File: config.mk
export PLATFORM = sky130hd
export DESIGN_NAME = priority_dec_2_4_v
export DESIGN_NICKNAME = d
export VERILOG_FILES = /design/src/rtl/priority_dec_2_4_v.sv
export SDC_FILE = /design/constraint.sdc
export NUM_CORES = 1
export LEC_CHECK = 0
export ABC_AREA = 1
export CAP_MARGIN = 20
export CORE_UTILIZATION = 50
export CTS_CLUSTER_SIZE = 28
export DETAILED_ROUTE_END_ITERATION = 16
export GPL_TIMING_DRIVEN = 0
export PLACE_DENSITY = 0.8
export SLEW_MARGIN = 20
export SYNTH_ARGS = -nofsm -noshare
export SYNTH_HDL_FRONTEND = slang
export SYNTH_SLANG_ARGS = --single-unit
File: constraint.sdc
create_clock -name i_clk -period 2.1 [get_ports i_clk]
set_input_delay 0.525 -clock i_clk [delete_from_list [all_inputs] [get_ports i_clk]]
set_output_delay 0.525 -clock i_clk [all_outputs]
set_load 0.005 [all_outputs]
File: src/rtl/priority_dec_2_4_v.sv
// rtl/priority_dec_2_4_v.sv - queued 2-to-4 decoder replaying codes as fixed-width one-hot strobes
module priority_dec_2_4_v #(
    parameter int DEPTH = 4,
    parameter int HOLD  = 3
) (
    input  logic                     i_clk,
    input  logic                     i_rst_n,
    input  logic [1:0]               i_code,
    input  logic                     i_valid,
    output logic                     o_ready,
    output logic [3:0]               o_line,
    output logic                     o_busy,
    output logic [$clog2(DEPTH):0]   o_level
);

    localparam int PW = $clog2(DEPTH);
    localparam int LW = PW + 1;
    localparam int CW = (HOLD > 1) ? $clog2(HOLD) : 1;
    localparam logic [CW-1:0] CNT_LOAD = CW'(HOLD - 1);
    localparam logic [LW-1:0] FULL     = LW'(DEPTH);

    typedef enum logic {
        IDLE  = 1'b0,
        DRIVE = 1'b1
    } state_t;

    state_t          state_q, state_d;
    logic [CW-1:0]   cnt_q, cnt_d;
    logic [3:0]      line_q, line_d;
    logic [PW-1:0]   wr_ptr_q, rd_ptr_q;
    logic [LW-1:0]   level_q;
    logic [1:0]      mem_q [DEPTH];
    logic [1:0]      head;
    logic            push, pop;

    assign head    = mem_q[rd_ptr_q];
    // No pass-through when full: ready depends only on the registered level.
    assign o_ready = (level_q != FULL);
    assign push    = i_valid && o_ready;

    assign o_line  = line_q;
    assign o_busy  = (state_q == DRIVE);
    assign o_level = level_q;

    always_comb begin
        state_d = state_q;
        cnt_d   = cnt_q;
        line_d  = line_q;
        pop     = 1'b0;
        case (state_q)
            IDLE: begin
                line_d = 4'b0000;
                if (level_q != '0) begin
                    pop     = 1'b1;
                    line_d  = 4'b0001 << head;
                    cnt_d   = CNT_LOAD;
                    state_d = DRIVE;
                end
            end
            DRIVE: begin
                if (cnt_q != '0) begin
                    cnt_d = cnt_q - CW'(1);
                end else if (level_q != '0) begin
                    // Back-to-back replay keeps strobes contiguous with no idle gap.
                    pop    = 1'b1;
                    line_d = 4'b0001 << head;
                    cnt_d  = CNT_LOAD;
                end else begin
                    line_d  = 4'b0000;
                    state_d = IDLE;
                end
            end
            default: begin
                line_d  = 4'b0000;
                state_d = IDLE;
            end
        endcase
    end

    always_ff @(posedge i_clk) begin
        if (!i_rst_n) begin
            state_q  <= IDLE;
            cnt_q    <= '0;
            line_q   <= 4'b0000;
            wr_ptr_q <= '0;
            rd_ptr_q <= '0;
            level_q  <= '0;
        end else begin
            state_q <= state_d;
            cnt_q   <= cnt_d;
            line_q  <= line_d;
            if (push) begin
                wr_ptr_q <= wr_ptr_q + PW'(1);
            end
            if (pop) begin
                rd_ptr_q <= rd_ptr_q + PW'(1);
            end
            case ({push, pop})
                2'b10:   level_q <= level_q + LW'(1);
                2'b01:   level_q <= level_q - LW'(1);
                default: level_q <= level_q;
            endcase
        end
    end

    // Storage needs no reset: entries are only read below the write pointer.
    always_ff @(posedge i_clk) begin
        if (push) begin
            mem_q[wr_ptr_q] <= i_code;
        end
    end

endmodule

### Word level (Yosys, flattened, before mapping)

Memory sizes are Yosys's and may differ from the RTL's. A register that Yosys moved wholly into a read port is not among the register bits.
Cells that the tools add are included.

| storage, ports and cells | value |
|---|---|
| bits in registers | 14 |
| memories kept | 1 |
| word-level logic and storage cells | 38 |
| memory bits (writable) | 8 |

Memories:

| name | words | bits a word | read ports | clocked after memory_dff | write ports | line | source |
|---|---|---|---|---|---|---|---|
| mem_q | 4 | 2 | 1 | 1 | 1 | 32 | `logic [1:0] mem_q [DEPTH];` |

| cells by class | value |
|---|---|
| mux-type cells | 16 |
| shifts and indexed selects | 1 |
| bitwise operators | 1 |
| add/sub/neg operators | 5 |
| equal/unequal tests | 4 |
| reduce and logical (&&, ||, !) cells | 4 |

Operator list:

| operator | count |
|---|---|
| 2-bit two-way mux | 4 |
| 4-bit two-way mux | 2 |
| 4-bit case mux with 2 select lines | 1 |
| 3-bit case mux with 2 select lines | 1 |
| 1-bit two-way mux | 5 |
| 2-bit by 1-bit adder with 2-bit output, second input constant | 2 |
| 1-bit case mux with 2 select lines | 2 |
| 2-bit case mux with 2 select lines | 1 |
| 2-bit nonzero test | 2 |
| 1-bit by 2-bit left shift with 4-bit output, first input constant | 1 |
| 3-bit by 1-bit adder with 3-bit output, second input constant | 1 |
| 3-bit inequality test, second input constant | 1 |
| 3-bit nonzero test | 1 |
| 3-bit by 1-bit subtractor with 3-bit output, second input constant | 1 |
| 2-bit by 1-bit == test with 1-bit output, second input constant | 1 |
| 2-bit == test, second input constant | 1 |
| 2-bit inequality test, second input constant | 1 |
| 2-bit by 1-bit subtractor with 2-bit output, second input constant | 1 |
| 1-bit logical AND | 1 |
| 1-bit NOT | 1 |

### Depth between registers and ports, before layout

Gate-level depths: netlist of run 1.

| depth | value |
|---|---|
| depth after elaboration | 6 |
| mapped depth | 11 |

### Worst setup path after synthesis of run 1

No wires, ideal clock.

| timing | value |
|---|---|
| path type | flip-flop to flip-flop |
| from | reg level_q[0], in the netlist o_level[0] |
| to | reg level_q[2], in the netlist o_level[2] |
| arrival time | 1.614 ns |
| path slack | 0.374 ns |
| cell stages (with the launch flop) | 11 |
| period minus slack after synthesis | 1.726 ns |
| setup time | 0.113 ns |
| cell sequence | dfxtp_1 -> inv_1 -> nand3_2 -> nand2_2 -> ha_1 -> inv_2 -> fa_1 -> a21oi_1 -> o21ai_1 -> nor2_1 -> nor2_1 |

| between the ends | value |
|---|---|
| elaborated cells between the ends (all ways) | 12 |

RTL lines:

| element | line | source |
|---|---|---|
| from (decl) | 31 | `logic [LW-1:0] level_q;` |
| from (signal assigned) | 99 | `2'b10: level_q <= level_q + LW'(1);` |
| from (signal assigned) | 100 | `2'b01: level_q <= level_q - LW'(1);` |
| from (signal assigned) | 101 | `default: level_q <= level_q;` |
| 3-bit inequality test * | 38 | `assign o_ready = (level_q != FULL);` |
| named net o_ready | 10 | `output logic o_ready,` |
| 1-bit logical AND * | 39 | `assign push = i_valid && o_ready;` |
| 2-bit by 1-bit == test with 1-bit output or 2-bit == test (tied branches) | 98 | `case ({push, pop})` |
| 3-bit case mux with 2 select lines or 2-bit nonzero test (tied branches) | -- |  |

Mark *: on every way through the listed nets, which the timed path passes. The rest lies on a longest branch.
A chain may end at the register's enable or synchronous reset.

### Worst setup path after layout of run 1

| timing | value |
|---|---|
| from | reg level_q[1], in the netlist o_level[1] |
| to | out o_ready |

| between the ends | value |
|---|---|
| word-level cells in the longest chain between the ends | 1 |

RTL lines:

| element | line |
|---|---|
| 3-bit inequality test | 38 |
| to (decl) | 10 |

Every way passes these cells.

==> impl_metrics.csv, run 1 <==
group,metric,value,unit
synth,ys_ff_latch,24,
setup_path,cp-end-kind,"output port",
global_route,overflow,0,
global_route,grt_pass1_wl,2940,um
cts,cts_root_buf,"clkbuf_4",
synth,ys.flop_type,"dfxtp_1",
placed_design,gp_congestion,0.759,
final_layout,n_antenna_cell,0,
synth,synth.most_common_cell,"nand2_1",
timing,fin_tns_setup,0,ns
drt,antenna_left,0,
drt,wl,1740,um
setup_path,worstPathArrival,1.48,ns
synth,synth_cell_type_count,22,
synth,synth-edff-count,8,
timing,hold_violations,0,
power_and_ir_drop,vdd_ir_drop_max,0.867,mV
drt,first_pass_iters,4,
global_route,antenna_found_initial,0,
cts,cts_buffers,3,
cts,clock_path_buffers,2,
placed_design,pre_cts_ws,-0.124,ns
cts,cts_setup_buffers,0,
setup_path,cp-start-kind,"register",
timing,setup_ws,0.0961,ns
setup_path,path_max_fanout,4,
cts,cts_hold_buf,0,
timing,min_period,2.00,ns
die,design.die.area,2420,sq um
synth,synth_top_area_share,0.287,
setup_path,cp_slowest_cell,"clkdlybuf4s50_1",
cts,cts_tree,"done",
drt,wire_per_inst,10.3,um
setup_path,critPathTopFamily,"buffers and inverters",
cts,cts_resized,0,
timing,slew_headroom,0.798,
final_layout,regArea,561,sq um
setup_path,worst-path-buf-inv,2,
drt,drt_iter0_markers,16,
worst_hold_path,hold_path.class,"register to register",
final_layout,syn_to_final_growth,19.0,%
die,floorplan.initialDensity,0.551,
die,num_rows,16,
synth,synth-seq-area-share,0.503,
drt,dr_total_vias,816,
synth,yosysWarnings,0,
final_layout,nFillCells,172,
power_and_ir_drop,p_leak,0.542,nW
setup_path,cpPeakStageDelay,0.50,ns
global_route,grt.total_usage,0.158,
final_layout,multiInputGateArea,479,sq um
cts,cts.clk_slew.worst_paths,0.14,ns
synth,synth_async_sr_flop_share,0,
synth,syn-num-nets,135,
timing,holdWs,0.473,ns
run,maxCapViolCount,0,
synth,yosysTopAreaCell,"dfxtp_1",
final_layout,post-route-util,0.656,
final_layout,design_area,1330,sq um
timing,finalSetupViolations,0,
cts,htree_levels,1,
synth,postSynthAreaPerCell,8.99,sq um
power_and_ir_drop,powerDensity,1370,nW/um^2
die,die_h,49.2,um
final_layout,drive_gt1_frac,0.142,
global_route,first_global_vias,754,
drt,drc,0,
timing,final-max-slew-violation-count,0,
global_route,grt_max_degree,15,
timing,finClkSkew,0.0206,ns
die,fp.dieW,49.2,um
cts,clk_latency,0.32,ns
setup_path,critPathKind,"register to output port",
timing,fmax,499,MHz
drt,viasPerCell,4.86,
timing,period_share,0.954,
timing,rsz0062_at_grt,"false",
setup_path,crit_required,1.57,ns
synth,netlist_top_cells_area,"dfxtp_1, edfxtp_1, nand2_1",
cts,cts.sinks,24,
final_layout,final_cells,168,
placed_design,dp_hpwl,1300,um
synth,netlist_instances,124,
synth,synth_common_cells,"nand2_1, dfxtp_1, inv_1",
placed_design,dp.cells,164,
timing,worst_pin_slew,0.302,ns
setup_path,crit_chain,"inv_1 -> nand3_2 -> clkdlybuf4s50_1",
placed_design,portBuffers,13,
status,status,"complete, no violations",
placed_design,place_area,1280,sq um
power_and_ir_drop,total_power,1.81,mW
die,ioPinCount,14,
final_layout,nets,153,
die,design.core.area,2020,sq um
synth,synth_area,1110,sq um
-- worst min-delay path: stages, from the launching register on --
cell	delay, ns
dfxtp_1	0.33
nand2_1	0.06
a21oi_1	0.05
-- cell families (layout without fill, tap and decap cells) --
family,Yosys count,in the layout,synth area share
buf+inv,19,36,0.0673
fa+ha+maj,6,6,0.0741
compound gates,22,22,0.105
flops,24,24,0.503
xor+xnor,1,1,0.00786
simple gates,52,52,0.242
-- final cells by class --
cell class	instances	share of cell area
clock buffer	4	0.0358
sequential	24	0.423
multi-input combinational	81	0.361
timing repair buffer	13	0.0981
tap	27	0.0255
inverter	19	0.0566
-- final timing paths --
kind                                 start         end  slack, ns  cells after the start
worst min register to register   o_line[0]   o_line[0]       0.47                      2
worst max register to register  o_level[1]  o_level[2]       0.25                     10
worst min-delay path             o_line[0]   o_line[0]       0.47                      2
worst max-delay path            o_level[1]     o_ready        0.1                      3
-- cell usage in the layout, fill, tap and decap left out --
| cell | instances |
|---|---|
| nor3_4 | 1 |
| o21ai_0 | 3 |
| nand3_2 | 1 |
| o21ai_2 | 1 |
| clkbuf_4 | 3 |
| dfxtp_1 | 16 |
| nand2_1 | 25 |
| inv_2 | 2 |
| nand2_2 | 5 |
| o21ai_1 | 3 |
| clkdlybuf4s50_1 | 13 |
| clkbuf_16 | 1 |
| a21oi_2 | 1 |
| inv_4 | 1 |
| inv_1 | 15 |
| clkinv_2 | 1 |
| nand3_1 | 10 |
| edfxtp_1 | 8 |
| nor2_4 | 2 |
| a21oi_1 | 14 |
| ha_1 | 5 |
| xor2_1 | 1 |
| nor2_8 | 1 |
| fa_1 | 1 |
| nor2_1 | 7 |
-- registers in the layout, indices dropped and copies added (netlist names), named ones only --
register	flops
mem_q	8
o_level	3
o_busy	1
rd_ptr_q	2
wr_ptr_q	2
cnt_q	2
o_line	4
-- report_power, final --
group,leakage (nW),internal [mW],switching (mW)
registers,0.205,0.607,0.127
clock network,0.0261,0.145,0.133
logic,0.311,0.349,0.450
total,0.542,1.10,0.710
-- per-layer routing --
| metal | GRT usage | vias up | wire, um |
|---|---|---|---|
| met1 | 0.160 | 355 | 751 |
| met3 | 0.0405 | 4 | 78 |
| met4 | 0.0735 | 0 | 31 |
| met2 | 0.297 | 21 | 874 |
| li1 | - | 436 | - |
| met5 | 0 | - | 0 |
No activity file was read; power rests on OpenSTA's default activity.
==> run 2, diff against run 1 <==
--- a/config.mk
+++ b/config.mk
@@ -8,6 +8,7 @@
 export ABC_AREA = 1
 export CAP_MARGIN = 20
 export CORE_UTILIZATION = 50
+export CTS_CLUSTER_DIAMETER = 100
 export CTS_CLUSTER_SIZE = 28
 export DETAILED_ROUTE_END_ITERATION = 16
 export GPL_TIMING_DRIVEN = 0
==> results of run 2 <==
No change in the layout: final DEF, timing and power equal those of run 1.
==> run 3, diff against run 2 <==
--- a/config.mk
+++ b/config.mk
@@ -13,7 +13,7 @@
 export DETAILED_ROUTE_END_ITERATION = 16
 export GPL_TIMING_DRIVEN = 0
 export PLACE_DENSITY = 0.8
-export SLEW_MARGIN = 20
+export SLEW_MARGIN = 10
 export SYNTH_ARGS = -nofsm -noshare
 export SYNTH_HDL_FRONTEND = slang
 export SYNTH_SLANG_ARGS = --single-unit
==> results of run 3 <==
No change in the layout: final DEF, timing and power equal those of run 1.
